--- src/rtl/sap_pkg.sv ---
`default_nettype none
// ============================================================================
//  Module   : sap_pkg
//  Brief    : Shared SAP opcodes, T-state encoding and control-word bit map.
//  Revision : 1.0 - initial release
// ============================================================================
package sap_pkg;

    localparam int c_OPCODE_W = 4;
    localparam int c_STATE_W  = 3;

    localparam logic [c_OPCODE_W-1:0] c_OP_LDA = 4'b0000;
    localparam logic [c_OPCODE_W-1:0] c_OP_ADD = 4'b0001;
    localparam logic [c_OPCODE_W-1:0] c_OP_SUB = 4'b0010;
    localparam logic [c_OPCODE_W-1:0] c_OP_STA = 4'b0011;
    localparam logic [c_OPCODE_W-1:0] c_OP_JMP = 4'b0100;
    localparam logic [c_OPCODE_W-1:0] c_OP_OUT = 4'b1110;
    localparam logic [c_OPCODE_W-1:0] c_OP_HLT = 4'b1111;

    typedef enum logic [c_STATE_W-1:0] {
        ST_T1   = 3'd0,
        ST_T2   = 3'd1,
        ST_T3   = 3'd2,
        ST_T4   = 3'd3,
        ST_T5   = 3'd4,
        ST_T6   = 3'd5,
        ST_T7   = 3'd6,
        ST_HALT = 3'd7
    } tstate_e;

    // Control-word bit positions, also used by the datapath side.
    localparam int c_CW_PC_OUT  = 0;
    localparam int c_CW_PC_INC  = 1;
    localparam int c_CW_PC_LOAD = 2;
    localparam int c_CW_MAR_IN  = 3;
    localparam int c_CW_RAM_OUT = 4;
    localparam int c_CW_RAM_IN  = 5;
    localparam int c_CW_IR_IN   = 6;
    localparam int c_CW_IR_OUT  = 7;
    localparam int c_CW_A_IN    = 8;
    localparam int c_CW_A_OUT   = 9;
    localparam int c_CW_B_IN    = 10;
    localparam int c_CW_ALU_OUT = 11;
    localparam int c_CW_ALU_SUB = 12;
    localparam int c_CW_OUT_IN  = 13;
    localparam int c_CW_W       = 14;

    typedef logic [c_CW_W-1:0] ctrl_word_t;

    // Instructions that go on to address memory with the operand nibble.
    function automatic logic is_mem_op(input logic [c_OPCODE_W-1:0] op);
        return (op == c_OP_LDA) || (op == c_OP_ADD) ||
               (op == c_OP_SUB) || (op == c_OP_STA);
    endfunction

    function automatic logic is_alu_op(input logic [c_OPCODE_W-1:0] op);
        return (op == c_OP_ADD) || (op == c_OP_SUB);
    endfunction

endpackage
`default_nettype wire

--- src/rtl/sap_tstate_counter.sv ---
`default_nettype none
// ============================================================================
//  Module   : sap_tstate_counter
//  Brief    : T-state register with run gating and per-opcode early return.
//  Revision : 1.0 - initial release
// ============================================================================
module sap_tstate_counter
    import sap_pkg::*;
#(
    parameter int OPCODE_W = c_OPCODE_W
) (
    input  logic                clock,
    input  logic                reset,
    input  logic                run,
    input  logic [OPCODE_W-1:0] opcode,
    output tstate_e             tstate
);

    tstate_e r_state;
    tstate_e w_next;

    always_comb begin
        w_next = r_state;
        case (r_state)
            ST_T1:   w_next = run ? ST_T2 : ST_T1;
            ST_T2:   w_next = ST_T3;
            ST_T3:   w_next = ST_T4;
            ST_T4: begin
                if (opcode == c_OP_HLT)
                    w_next = ST_HALT;
                else if (is_mem_op(opcode))
                    w_next = ST_T5;
                else
                    w_next = ST_T1;
            end
            // STA finishes its write in T5; loads need T6 to catch RAM data.
            ST_T5:   w_next = (is_mem_op(opcode) && (opcode != c_OP_STA)) ? ST_T6 : ST_T1;
            ST_T6:   w_next = is_alu_op(opcode) ? ST_T7 : ST_T1;
            ST_T7:   w_next = ST_T1;
            ST_HALT: w_next = ST_HALT;
            default: w_next = ST_T1;
        endcase
    end

    always_ff @(posedge clock) begin
        if (reset)
            r_state <= ST_T1;
        else
            r_state <= w_next;
    end

    assign tstate = r_state;

endmodule
`default_nettype wire

--- src/rtl/sap_controller.sv ---
`default_nettype none
// ============================================================================
//  Module   : sap_controller
//  Brief    : SAP controller-sequencer; decodes T-state and opcode into the
//             bus load/enable control lines.
//  Revision : 1.0 - initial release
// ============================================================================
module sap_controller
    import sap_pkg::*;
#(
    parameter int OPCODE_W = c_OPCODE_W,
    parameter int STATE_W  = c_STATE_W
) (
    input  logic                clock,
    input  logic                reset,
    input  logic                run,
    input  logic [OPCODE_W-1:0] opcode,
    output logic                pc_out,
    output logic                pc_inc,
    output logic                pc_load,
    output logic                mar_in,
    output logic                ram_out,
    output logic                ram_in,
    output logic                ir_in,
    output logic                ir_out,
    output logic                a_in,
    output logic                a_out,
    output logic                b_in,
    output logic                alu_out,
    output logic                alu_sub,
    output logic                out_in,
    output logic                halted,
    output logic [STATE_W-1:0]  tstate
);

    tstate_e    w_state;
    ctrl_word_t w_decode;
    ctrl_word_t w_cw;

    sap_tstate_counter #(
        .OPCODE_W (OPCODE_W)
    ) u_tstate_counter (
        .clock  (clock),
        .reset  (reset),
        .run    (run),
        .opcode (opcode),
        .tstate (w_state)
    );

    // Cycles after a ram_out (T3, T6) leave every other bus driver off so
    // the registered RAM data owns the bus.
    always_comb begin
        w_decode = '0;
        case (w_state)
            ST_T1: begin
                if (run) begin
                    w_decode[c_CW_PC_OUT] = 1'b1;
                    w_decode[c_CW_MAR_IN] = 1'b1;
                end
            end
            ST_T2: begin
                w_decode[c_CW_RAM_OUT] = 1'b1;
                w_decode[c_CW_PC_INC]  = 1'b1;
            end
            ST_T3: begin
                w_decode[c_CW_IR_IN] = 1'b1;
            end
            ST_T4: begin
                case (opcode)
                    c_OP_LDA, c_OP_ADD, c_OP_SUB, c_OP_STA: begin
                        w_decode[c_CW_IR_OUT] = 1'b1;
                        w_decode[c_CW_MAR_IN] = 1'b1;
                    end
                    c_OP_JMP: begin
                        w_decode[c_CW_IR_OUT]  = 1'b1;
                        w_decode[c_CW_PC_LOAD] = 1'b1;
                    end
                    c_OP_OUT: begin
                        w_decode[c_CW_A_OUT]  = 1'b1;
                        w_decode[c_CW_OUT_IN] = 1'b1;
                    end
                    default: ;
                endcase
            end
            ST_T5: begin
                case (opcode)
                    c_OP_LDA, c_OP_ADD, c_OP_SUB: begin
                        w_decode[c_CW_RAM_OUT] = 1'b1;
                    end
                    c_OP_STA: begin
                        w_decode[c_CW_A_OUT]  = 1'b1;
                        w_decode[c_CW_RAM_IN] = 1'b1;
                    end
                    default: ;
                endcase
            end
            ST_T6: begin
                case (opcode)
                    c_OP_LDA: w_decode[c_CW_A_IN] = 1'b1;
                    c_OP_ADD: w_decode[c_CW_B_IN] = 1'b1;
                    c_OP_SUB: begin
                        w_decode[c_CW_B_IN]    = 1'b1;
                        w_decode[c_CW_ALU_SUB] = 1'b1;
                    end
                    default: ;
                endcase
            end
            ST_T7: begin
                if (is_alu_op(opcode)) begin
                    w_decode[c_CW_ALU_OUT] = 1'b1;
                    w_decode[c_CW_A_IN]    = 1'b1;
                    w_decode[c_CW_ALU_SUB] = (opcode == c_OP_SUB);
                end
            end
            default: ;
        endcase
    end

    // Reset silences every line at once so no write lands mid-abandon.
    assign w_cw   = reset ? '0 : w_decode;
    assign halted = (w_state == ST_HALT) && !reset;
    assign tstate = w_state;

    assign pc_out  = w_cw[c_CW_PC_OUT];
    assign pc_inc  = w_cw[c_CW_PC_INC];
    assign pc_load = w_cw[c_CW_PC_LOAD];
    assign mar_in  = w_cw[c_CW_MAR_IN];
    assign ram_out = w_cw[c_CW_RAM_OUT];
    assign ram_in  = w_cw[c_CW_RAM_IN];
    assign ir_in   = w_cw[c_CW_IR_IN];
    assign ir_out  = w_cw[c_CW_IR_OUT];
    assign a_in    = w_cw[c_CW_A_IN];
    assign a_out   = w_cw[c_CW_A_OUT];
    assign b_in    = w_cw[c_CW_B_IN];
    assign alu_out = w_cw[c_CW_ALU_OUT];
    assign alu_sub = w_cw[c_CW_ALU_SUB];
    assign out_in  = w_cw[c_CW_OUT_IN];

endmodule
`default_nettype wire

--- config.mk ---
export PLATFORM = sky130hd
export DESIGN_NAME = sap_controller
export DESIGN_NICKNAME = d
export VERILOG_FILES = /design/src/rtl/sap_pkg.sv /design/src/rtl/sap_tstate_counter.sv /design/src/rtl/sap_controller.sv
export SDC_FILE = /design/constraint.sdc
export NUM_CORES = 1
export LEC_CHECK = 0
export CAP_MARGIN = 5
export CELL_PAD_IN_SITES_DETAIL_PLACEMENT = 1
export CELL_PAD_IN_SITES_GLOBAL_PLACEMENT = 2
export CORE_UTILIZATION = 16
export DETAILED_ROUTE_END_ITERATION = 8
export GPL_TIMING_DRIVEN = 0
export PLACE_DENSITY_LB_ADDON = 0.1
export SLEW_MARGIN = 20
export SYNTH_ARGS = -nofsm -noshare
export SYNTH_HDL_FRONTEND = slang
export SYNTH_SLANG_ARGS = --single-unit
--- constraint.sdc ---
create_clock -name clock -period 1.7 [get_ports clock]
set_input_delay 0.425 -clock clock [delete_from_list [all_inputs] [get_ports clock]]
set_output_delay 0.425 -clock clock [all_outputs]
set_load 0.02 [all_outputs]
==> results.py, run 1 <==
metrics = {
    "global_routing": {
        "grt_pass1_vias": 725,
        "grt_max_degree": 11,
        "overflow": 0,
        "antenna_found_initial": 0,
        "grt_usage_pct": 12.8,
        "grt_pass1_wl_um": 3250,
    },
    "finish": {
        "nets": 120,
        "fin_area_mm2": 0.00107,
        "largest_register_ffs": 3,
        "multi_input_area_um2": 498,
        "utilization_pct": 38.8,
        "syn2layout_area_growth_pct": 128,
        "seq_area_um2": 66.3,
        "final_cells": 143,
        "layout-drive-gt1-share_pct": 68.8,
        "antenna_cells": 0,
        "num-fill-cells": 336,
    },
    "yosys": {
        "synthDistinctLibCells": 33,
        "synth_nets": 77,
        "yosysWarningCount": 0,
        "postSynthRegisterBits": 3,
        "synthCells": 70,
        "ys_seq_area_share_pct": 12.8,
        "synth_area_um2": 469,
        "postSynthAreaPerCell_um2": 6.70,
    },
    "critical_path": {
        "required_ns": 1.27,
        "crit_arrival_ns": 1.59,
        "start_kind": "flop",
        "end_kind": "output pin",
        "cp.buffers_inverters": 2,
        "cp_top_family": "simple AND/OR/NAND/NOR gates",
        "critPathKind": "reg -> out",
        "crit_chain": "buf_6 -> nand2_4 -> or4_4 -> o21ai_2 -> and2_4 -> buf_6",
        "crit_top_cell": "buf_6",
        "worstPathMaxFanout": 5,
        "slowest_delay_ns": 0.49,
        "cp_slowest_cell": "or4_4",
    },
    "drt": {
        "drc": 0,
        "vias_per_cell": 4.76,
        "drtAntennaViolNets": 0,
        "dr_total_vias": 680,
        "routed_wl_um": 1930,
        "drt_first_iter_violations": 6,
        "wl_per_cell_um": 13.5,
        "dr.pass1.iters": 4,
    },
    "floorplanning": {
        "die_y_um": 56.2,
        "start_util_pct": 17.0,
        "io_pins": 25,
        "die_width_um": 56.2,
        "placementRows": 19,
        "die-area_mm2": 0.00315,
        "core_mm2": 0.00276,
    },
    "timing": {
        "fmax_mhz": 495,
        "hold_viol_final": 0,
        "post-route-period-util_pct": 119,
        "period_needed_ns": 2.02,
        "tightest_slew_ns": 0.357,
        "clock_skew_ns": 0.000183,
        "rsz0062_at_grt": "true",
        "maxSlewHeadroom_pct": 75.8,
        "worst_slack_ns": -0.320,
        "drv_slew": 0,
        "hold_slack_ns": 0.531,
        "setup_viol": 11,
        "setup_tns_ns": -1.97,
    },
    "cts": {
        "clk_latency_ns": 0.23,
        "path_clk_slew_ns": 0.04,
        "cts_tree": "yes",
        "clock-sinks": 3,
        "htreeDepth": 1,
        "ctsRootBufferMaster": "clkbuf_4",
        "cts_buffers": 3,
        "clock_path_buffers": 2,
        "ctsHoldBuffers": 0,
    },
    "placement": {
        "dpl_cell_area_um2": 792,
        "io_buffers": 20,
        "place_ws_ns": -1.10,
        "gp_congestion": 0.626,
        "dp_hpwl_um": 1180,
        "placed_cells": 121,
    },
    "power_and_ir_drop": {
        "p_total_mw": 0.439,
        "p_leak_nw": 0.456,
        "powerDensity_mw_per_mm2": 410,
        "peakVddDrop_v": 0.000250,
    },
    "outcome": {
        "violations": "negative setup slack",
        "status": "finished, violations left",
    },
    "hold_path": {
        "hp-class": "in -> reg",
    },
    "flow_run": {
        "maxCapViolCount": 0,
    },
}
-- tightest hold or removal path: stages --
cell	delay, ns
buf_12	0.11
nor2_1	0.05
o21ai_0	0.07
a21oi_1	0.06
-- layout make-up --
class                           count  share of cell area (%)
Tap cell                           31                    3.63
Multi-Input combinational cell     56                    46.5
Clock buffer                        4                    2.46
Inverter                            3                    1.05
Sequential cell                     3                    6.20
Buffer                              7                    9.71
Timing Repair Buffer               39                    30.4
-- layout by cell type (no fill, tap or decap), drive strengths merged, types with 2 or more instances in the layout --
cell type      synthesis  layout
o21ai                  3       3
clkdlybuf4s50          0       4
and2                   3       3
dfxtp                  3       3
nor4b                  2       2
mux2i                  2       2
inv                    3       3
clkbuf                 3       7
nor3                   9       9
nand2                  7       7
nand2b                 3       3
buf                    5      39
a41oi                  2       2
a21bo                  2       2
nor2                   7       7
a21oi                  3       3
-- Yosys cell counts, drive strengths merged --
cell	n	share of area, %
or3	1	1.3
nor2	7	5.6
nor4b	2	5.1
inv	3	2.4
buf	5	7.2
a31oi	1	1.3
a21oi	3	3.2
and2	3	4.0
mux2i	2	4.3
and4	1	1.9
nand3	1	1.1
a21bo	2	4.3
a22oi	1	1.6
o22a	1	1.9
mux2	1	2.4
o31ai	1	1.6
clkbuf	3	2.4
o22ai	1	1.3
nand2b	3	4.0
nor2b	1	1.3
or4	1	2.4
nand2	7	7.2
a41oi	2	3.7
or2	1	1.3
o21ai	3	3.2
nand3b	1	1.6
dfxtp	3	13
nor3	9	9.6
-- timing repair --
item / in CTS / in global routing
setup endpoints to repair: 15 / 13
gates resized for setup: 110 / 8
setup buffers: 19 / 2
pin swaps: 12 / 8
-- final timing paths --
| check | start | endpoint | slack, ns | cells past startpoint |
|---|---|---|---|---|
| worst min-delay path | opcode[2] | u_tstate_counter.tstate[2] | 0.53 | 4 |
| worst min register to register | u_tstate_counter.tstate[0] | u_tstate_counter.tstate[2] | 0.74 | 4 |
| worst max-delay path | u_tstate_counter.tstate[0] | a_out | -0.32 | 6 |
| worst max register to register | u_tstate_counter.tstate[2] | u_tstate_counter.tstate[1] | 0.38 | 5 |
-- report_power, final --
part	internal (mW)	switching (mW)	leakage, nW
registers	0.0754	0.00629	0.0261
clock network	0.0882	0.0401	0.0150
logic	0.116	0.113	0.415
total	0.279	0.160	0.456
-- layer usage --
layer	track usage, %	share of wire (%)
met4	6.97	1.2
met5	0	0
met2	22.4	53
met1	15.3	43
met3	1.16	2.2
-- cells by family after synthesis --
family | synth area share (%)
buffers and inverters | 12.0
AO/OA/AOI/OAI | 22.1
multiplexers | 6.67
AND/OR/NAND/NOR | 46.4
flip-flops | 12.8
Power figures use the tool's default switching activity.
==> inputs of run 2 (changes only) <==
--- a/config.mk
+++ b/config.mk
@@ -5,12 +5,11 @@
 export SDC_FILE = /design/constraint.sdc
 export NUM_CORES = 1
 export LEC_CHECK = 0
-export CAP_MARGIN = 5
+export CAP_MARGIN = 30
 export CELL_PAD_IN_SITES_DETAIL_PLACEMENT = 1
 export CELL_PAD_IN_SITES_GLOBAL_PLACEMENT = 2
 export CORE_UTILIZATION = 16
 export DETAILED_ROUTE_END_ITERATION = 8
-export GPL_TIMING_DRIVEN = 0
 export PLACE_DENSITY_LB_ADDON = 0.1
 export SLEW_MARGIN = 20
 export SYNTH_ARGS = -nofsm -noshare
==> results.py, run 2 (synthesis results as in run 1) <==
metrics = {
    "cts": {
        "clk_latency_ns": 0.24,
        "cts_tree": "yes",
        "clock-sinks": 3,
        "htreeDepth": 1,
        "path_clk_slew_ns": 0.04,
        "clock_path_buffers": 2,
        "ctsHoldBuffers": 0,
        "cts_buffers": 3,
        "ctsRootBufferMaster": "clkbuf_4",
    },
    "placement": {
        "io_buffers": 24,
        "gp_congestion": 0.766,
        "placed_cells": 142,
        "dp_hpwl_um": 1460,
    },
    "timing": {
        "setup_tns_ns": -2.07,
        "drv_slew": 0,
        "post-route-period-util_pct": 115,
        "rsz0062_at_grt": "true",
        "maxSlewHeadroom_pct": 79.5,
        "fmax_mhz": 513,
        "worst_slack_ns": -0.249,
        "tightest_slew_ns": 0.307,
        "period_needed_ns": 1.95,
        "setup_viol": 12,
        "hold_slack_ns": 0.716,
        "clock_skew_ns": 0.00244,
        "hold_viol_final": 0,
    },
    "drt": {
        "vias_per_cell": 4.58,
        "dr.pass1.iters": 3,
        "dr_total_vias": 705,
        "drc": 0,
        "routed_wl_um": 2040,
        "drt_first_iter_violations": 5,
        "wl_per_cell_um": 13.3,
        "drtAntennaViolNets": 0,
    },
    "finish": {
        "final_cells": 154,
        "utilization_pct": 41.7,
        "seq_area_um2": 71.3,
        "mostFrequentLayoutCell": "buf_4",
        "nets": 131,
        "num-fill-cells": 334,
        "layout-drive-gt1-share_pct": 71.5,
        "layout_common_cells": "31 x buf_4, 17 x buf_6, 5 x nand2_1, 5 x nor3_2",
        "largest_register_ffs": 3,
        "antenna_cells": 0,
        "multi_input_area_um2": 512,
        "syn2layout_area_growth_pct": 145,
    },
    "power_and_ir_drop": {
        "p_leak_nw": 0.506,
        "powerDensity_mw_per_mm2": 393,
        "peakVddDrop_v": 0.000256,
        "p_total_mw": 0.453,
    },
    "floorplanning": {
        "core_mm2": 0.00276,
        "die_y_um": 56.2,
        "placementRows": 19,
        "io_pins": 25,
        "die-area_mm2": 0.00315,
        "die_width_um": 56.2,
        "start_util_pct": 17.0,
    },
    "critical_path": {
        "slowest_delay_ns": 0.49,
        "cp_top_family": "simple AND/OR/NAND/NOR gates",
        "start_kind": "flop",
        "r2r_start": "u_tstate_counter.tstate[2]",
        "cp.buffers_inverters": 1,
        "crit_chain": "nand2_4 -> or4_4 -> o21ai_2 -> and2_4 -> buf_6",
        "required_ns": 1.27,
        "cp_slowest_cell": "or4_4",
        "worstPathMaxFanout": 4,
        "crit_arrival_ns": 1.52,
        "reg2reg_slack_ns": 0.23,
        "critPathKind": "reg -> out",
        "startpoint": "u_tstate_counter.tstate[0]",
        "end_kind": "output pin",
    },
    "global_routing": {
        "grt_max_degree": 10,
        "grt_usage_pct": 13.3,
        "grt_pass1_vias": 705,
        "antenna_found_initial": 0,
        "grt_pass1_wl_um": 3330,
        "overflow": 0,
    },
    "hold_path": {
        "hp-start": "u_tstate_counter.tstate[1]",
        "hp-class": "reg -> reg",
    },
    "outcome": {
        "status": "finished, violations left",
        "violations": "negative setup slack",
    },
    "flow_run": {
        "maxCapViolCount": 0,
    },
}
## run 2: cell types whose count changed in the layout (fill, tap and decap cells not counted), sizes merged
cell,delta
buf,+13
clkdlybuf4s50,-3
dlygate4sd2,+3
clkbuf,-3
clkdlybuf4s15,+1
## run 2: area by class of cell
type	instances	area share (%)
Multi-Input combinational cell	56	44.5
Sequential cell	3	6.20
Timing Repair Buffer	57	42.7
Clock buffer	4	2.28
Tap cell	31	3.37
Inverter	3	0.978
## run 2: worst register-to-register path, delay by kind of cell, from the launching register on
family	cells	cell delay [ns]
buffers and inverters	5	0.68
AO/OA/AOI/OAI	1	0.06
AND/OR/NAND/NOR	2	0.30
flip-flops	1	0.35
## run 2: final timing paths
path | to | cells after the start
setup / recovery | a_out | 5
hold / removal | u_tstate_counter.tstate[1] | 4
setup reg to reg | u_tstate_counter.tstate[0] | 8
hold reg to reg | u_tstate_counter.tstate[1] | 4
## run 2: routing by layer
| layer | track usage, % | wire length [µm] | up-vias |
|---|---|---|---|
| met4 | 6.27 | 25 | 0 |
| li1 | - | - | 354 |
| met5 | 0 | 0 | - |
| met1 | 15.9 | 868 | 334 |
| met2 | 23.5 | 1100 | 13 |
| met3 | 1.63 | 51 | 4 |
## run 2: metrics by stage
| step | setup WS [ns] | cell area (µm²) |
|---|---|---|
| final | -0.249 | 1150 |
| after CTS | -0.256 | 1060 |
| after detailed placement | -1.16 | 941 |
| after global placement | -1.15 | 941 |
| after global routing | -0.291 | 1150 |
| after floorplan | -0.116 | 553 |
## run 2: what timing repair did
| item | in CTS | in global routing |
|---|---|---|
| buffers inserted | 3 | 5 |
| resized for setup | 130 | 11 |
| hold endpoints to repair | 0 | 0 |
| pin swaps | 9 | 10 |
| endpoints found under the setup margin | 20 | 15 |
## run 2: power breakdown
group          internal, mW  leakage [nW]  total, mW  switching [mW]
clock                0.0881        0.0150      0.127          0.0391
combinational         0.125         0.464      0.243           0.118
sequential           0.0749        0.0267     0.0825         0.00761
total                 0.288         0.506      0.453           0.165
==> inputs of run 3 (changes only) <==
--- a/config.mk
+++ b/config.mk
@@ -11,6 +11,7 @@
 export CORE_UTILIZATION = 16
 export DETAILED_ROUTE_END_ITERATION = 8
 export PLACE_DENSITY_LB_ADDON = 0.1
+export REMOVE_ABC_BUFFERS = 1
 export SLEW_MARGIN = 20
 export SYNTH_ARGS = -nofsm -noshare
 export SYNTH_HDL_FRONTEND = slang
==> results.py, run 3 (synthesis results as in run 1) <==
metrics = {
    "cts": {
        "htreeDepth": 1,
        "clock-sinks": 3,
        "ctsRootBufferMaster": "clkbuf_4",
        "clk_latency_ns": 0.24,
        "path_clk_slew_ns": 0.04,
        "clock_path_buffers": 2,
        "cts_buffers": 3,
        "ctsHoldBuffers": 0,
        "cts_tree": "yes",
    },
    "timing": {
        "period_needed_ns": 1.93,
        "post-route-period-util_pct": 113,
        "rsz0062_at_grt": "true",
        "worst_slack_ns": -0.229,
        "drv_slew": 0,
        "hold_viol_final": 0,
        "fmax_mhz": 519,
        "tightest_slew_ns": 0.249,
        "clock_skew_ns": 0.00101,
        "maxSlewHeadroom_pct": 83.2,
        "setup_viol": 13,
    },
    "floorplanning": {
        "placementRows": 19,
        "start_util_pct": 17.0,
        "die_width_um": 56.2,
        "core_mm2": 0.00276,
        "die-area_mm2": 0.00315,
        "io_pins": 25,
        "die_y_um": 56.2,
    },
    "drt": {
        "drc": 0,
        "dr_total_vias": 708,
        "routed_wl_um": 2070,
        "vias_per_cell": 4.75,
        "drt_first_iter_violations": 8,
        "wl_per_cell_um": 13.9,
        "drtAntennaViolNets": 0,
        "dr.pass1.iters": 4,
    },
    "power_and_ir_drop": {
        "peakVddDrop_v": 0.000260,
        "p_total_mw": 0.467,
        "p_leak_nw": 0.482,
        "powerDensity_mw_per_mm2": 414,
    },
    "outcome": {
        "status": "finished, violations left",
        "violations": "negative setup slack",
    },
    "flow_run": {
        "maxCapViolCount": 0,
    },
    "finish": {
        "antenna_cells": 0,
        "nets": 126,
        "layout_common_cells": "25 x buf_4, 17 x buf_6, 5 x nor2_4, 5 x nand2_1",
        "mostFrequentLayoutCell": "buf_4",
        "largest_register_ffs": 3,
        "layout-drive-gt1-share_pct": 68.6,
        "syn2layout_area_growth_pct": 140,
    },
    "global_routing": {
        "grt_pass1_vias": 709,
        "antenna_found_initial": 0,
        "grt_pass1_wl_um": 3250,
        "overflow": 0,
        "grt_usage_pct": 13.1,
        "grt_max_degree": 11,
    },
    "critical_path": {
        "crit_arrival_ns": 1.50,
        "end_kind": "output pin",
        "critPathKind": "in -> out",
        "required_ns": 1.27,
        "crit_chain": "buf_2 -> or4_4 -> o21ai_1 -> and2_1 -> buf_6",
        "worstPathMaxFanout": 4,
        "start_kind": "primary input",
        "cp_slowest_cell": "or4_4",
        "slowest_delay_ns": 0.52,
    },
    "placement": {
        "io_buffers": 24,
        "place_ws_ns": -1.11,
        "dp_hpwl_um": 1440,
        "gp_congestion": 0.684,
    },
    "hold_path": {
        "hp-class": "reg -> reg",
    },
}
run 3: cell count changes in the layout (fill, tap and decap cells not counted), moves of 2 or more:
cell / before / now
nor3_1: 1 / 3
nor2_1: 4 / 2
nor2_4: 3 / 5
nor3_2: 5 / 2
buf_4: 31 / 25
run 3: timing repair:
action | 4_1_cts | 5_1_grt
setup endpoints to repair | 18 | 15
pin swaps | 12 | 11
buffers inserted | 3 | 2
endpoints found under the hold margin | 0 | 0
gates resized for setup | 130 | 30
run 3: area by class of cell:
class                   instances  area, µm²
multi-input cells              56        514
flip-flops and latches          3       71.3
repair buffers                 52        465
inverters                       3       11.3
clock buffers                   4       26.3
fillers                       331       1630
well taps                      31       38.8
run 3: final timing paths:
kind | start | endpoint | slack [ns] | cells after the start
worst max-delay path | reset | a_out | -0.23 | 5
worst min register to register | u_tstate_counter.tstate[1] | u_tstate_counter.tstate[1] | 0.71 | 4
worst max register to register | u_tstate_counter.tstate[2] | u_tstate_counter.tstate[1] | 0.43 | 5
worst min-delay path | u_tstate_counter.tstate[1] | u_tstate_counter.tstate[1] | 0.71 | 4
run 3: per-stage QoR:
| stage | std cells | instance area [µm²] | util [%] | hold WS (ns) | setup TNS, ns |
|---|---|---|---|---|---|
| 3_5_place_dp | 140 | 888 | 32.2 | 0.757 | -14.08 |
| 4_1_cts | 147 | 1000 | 36.3 | 0.717 | -1.83 |
| 3_3_place_gp | 140 | 888 | 32.2 | 0.735 | -13.75 |
| 6_report | 149 | 1130 | 40.9 | 0.713 | -1.50 |
| 5_1_grt | 149 | 1130 | 40.9 | 0.747 | -2.37 |
| 2_1_floorplan | 62 | 424 | - | 0.607 | -2.43 |
run 3: power breakdown:
group / leakage [nW] / internal [mW] / switching (mW) / total, mW
clock network: 0.0150 / 0.0883 / 0.0417 / 0.130
registers: 0.0267 / 0.0749 / 0.00645 / 0.0813
logic: 0.441 / 0.133 / 0.123 / 0.256
total: 0.482 / 0.296 / 0.171 / 0.467
run 3: per-layer routing:
layer	vias to the layer above	GRT usage, %	wire length [µm]
li1	350	-	-
met1	335	15.4	892
met2	23	24.1	1070
met3	0	3.95	107
met4	0	1.05	0
met5	-	0	0
run 3: critical path, delay by kind of cell:
kind | cells | cell delay, ns
AO/OA/AOI/OAI | 1 | 0.12
buffers and inverters | 2 | 0.27
AND/OR/NAND/NOR | 2 | 0.68
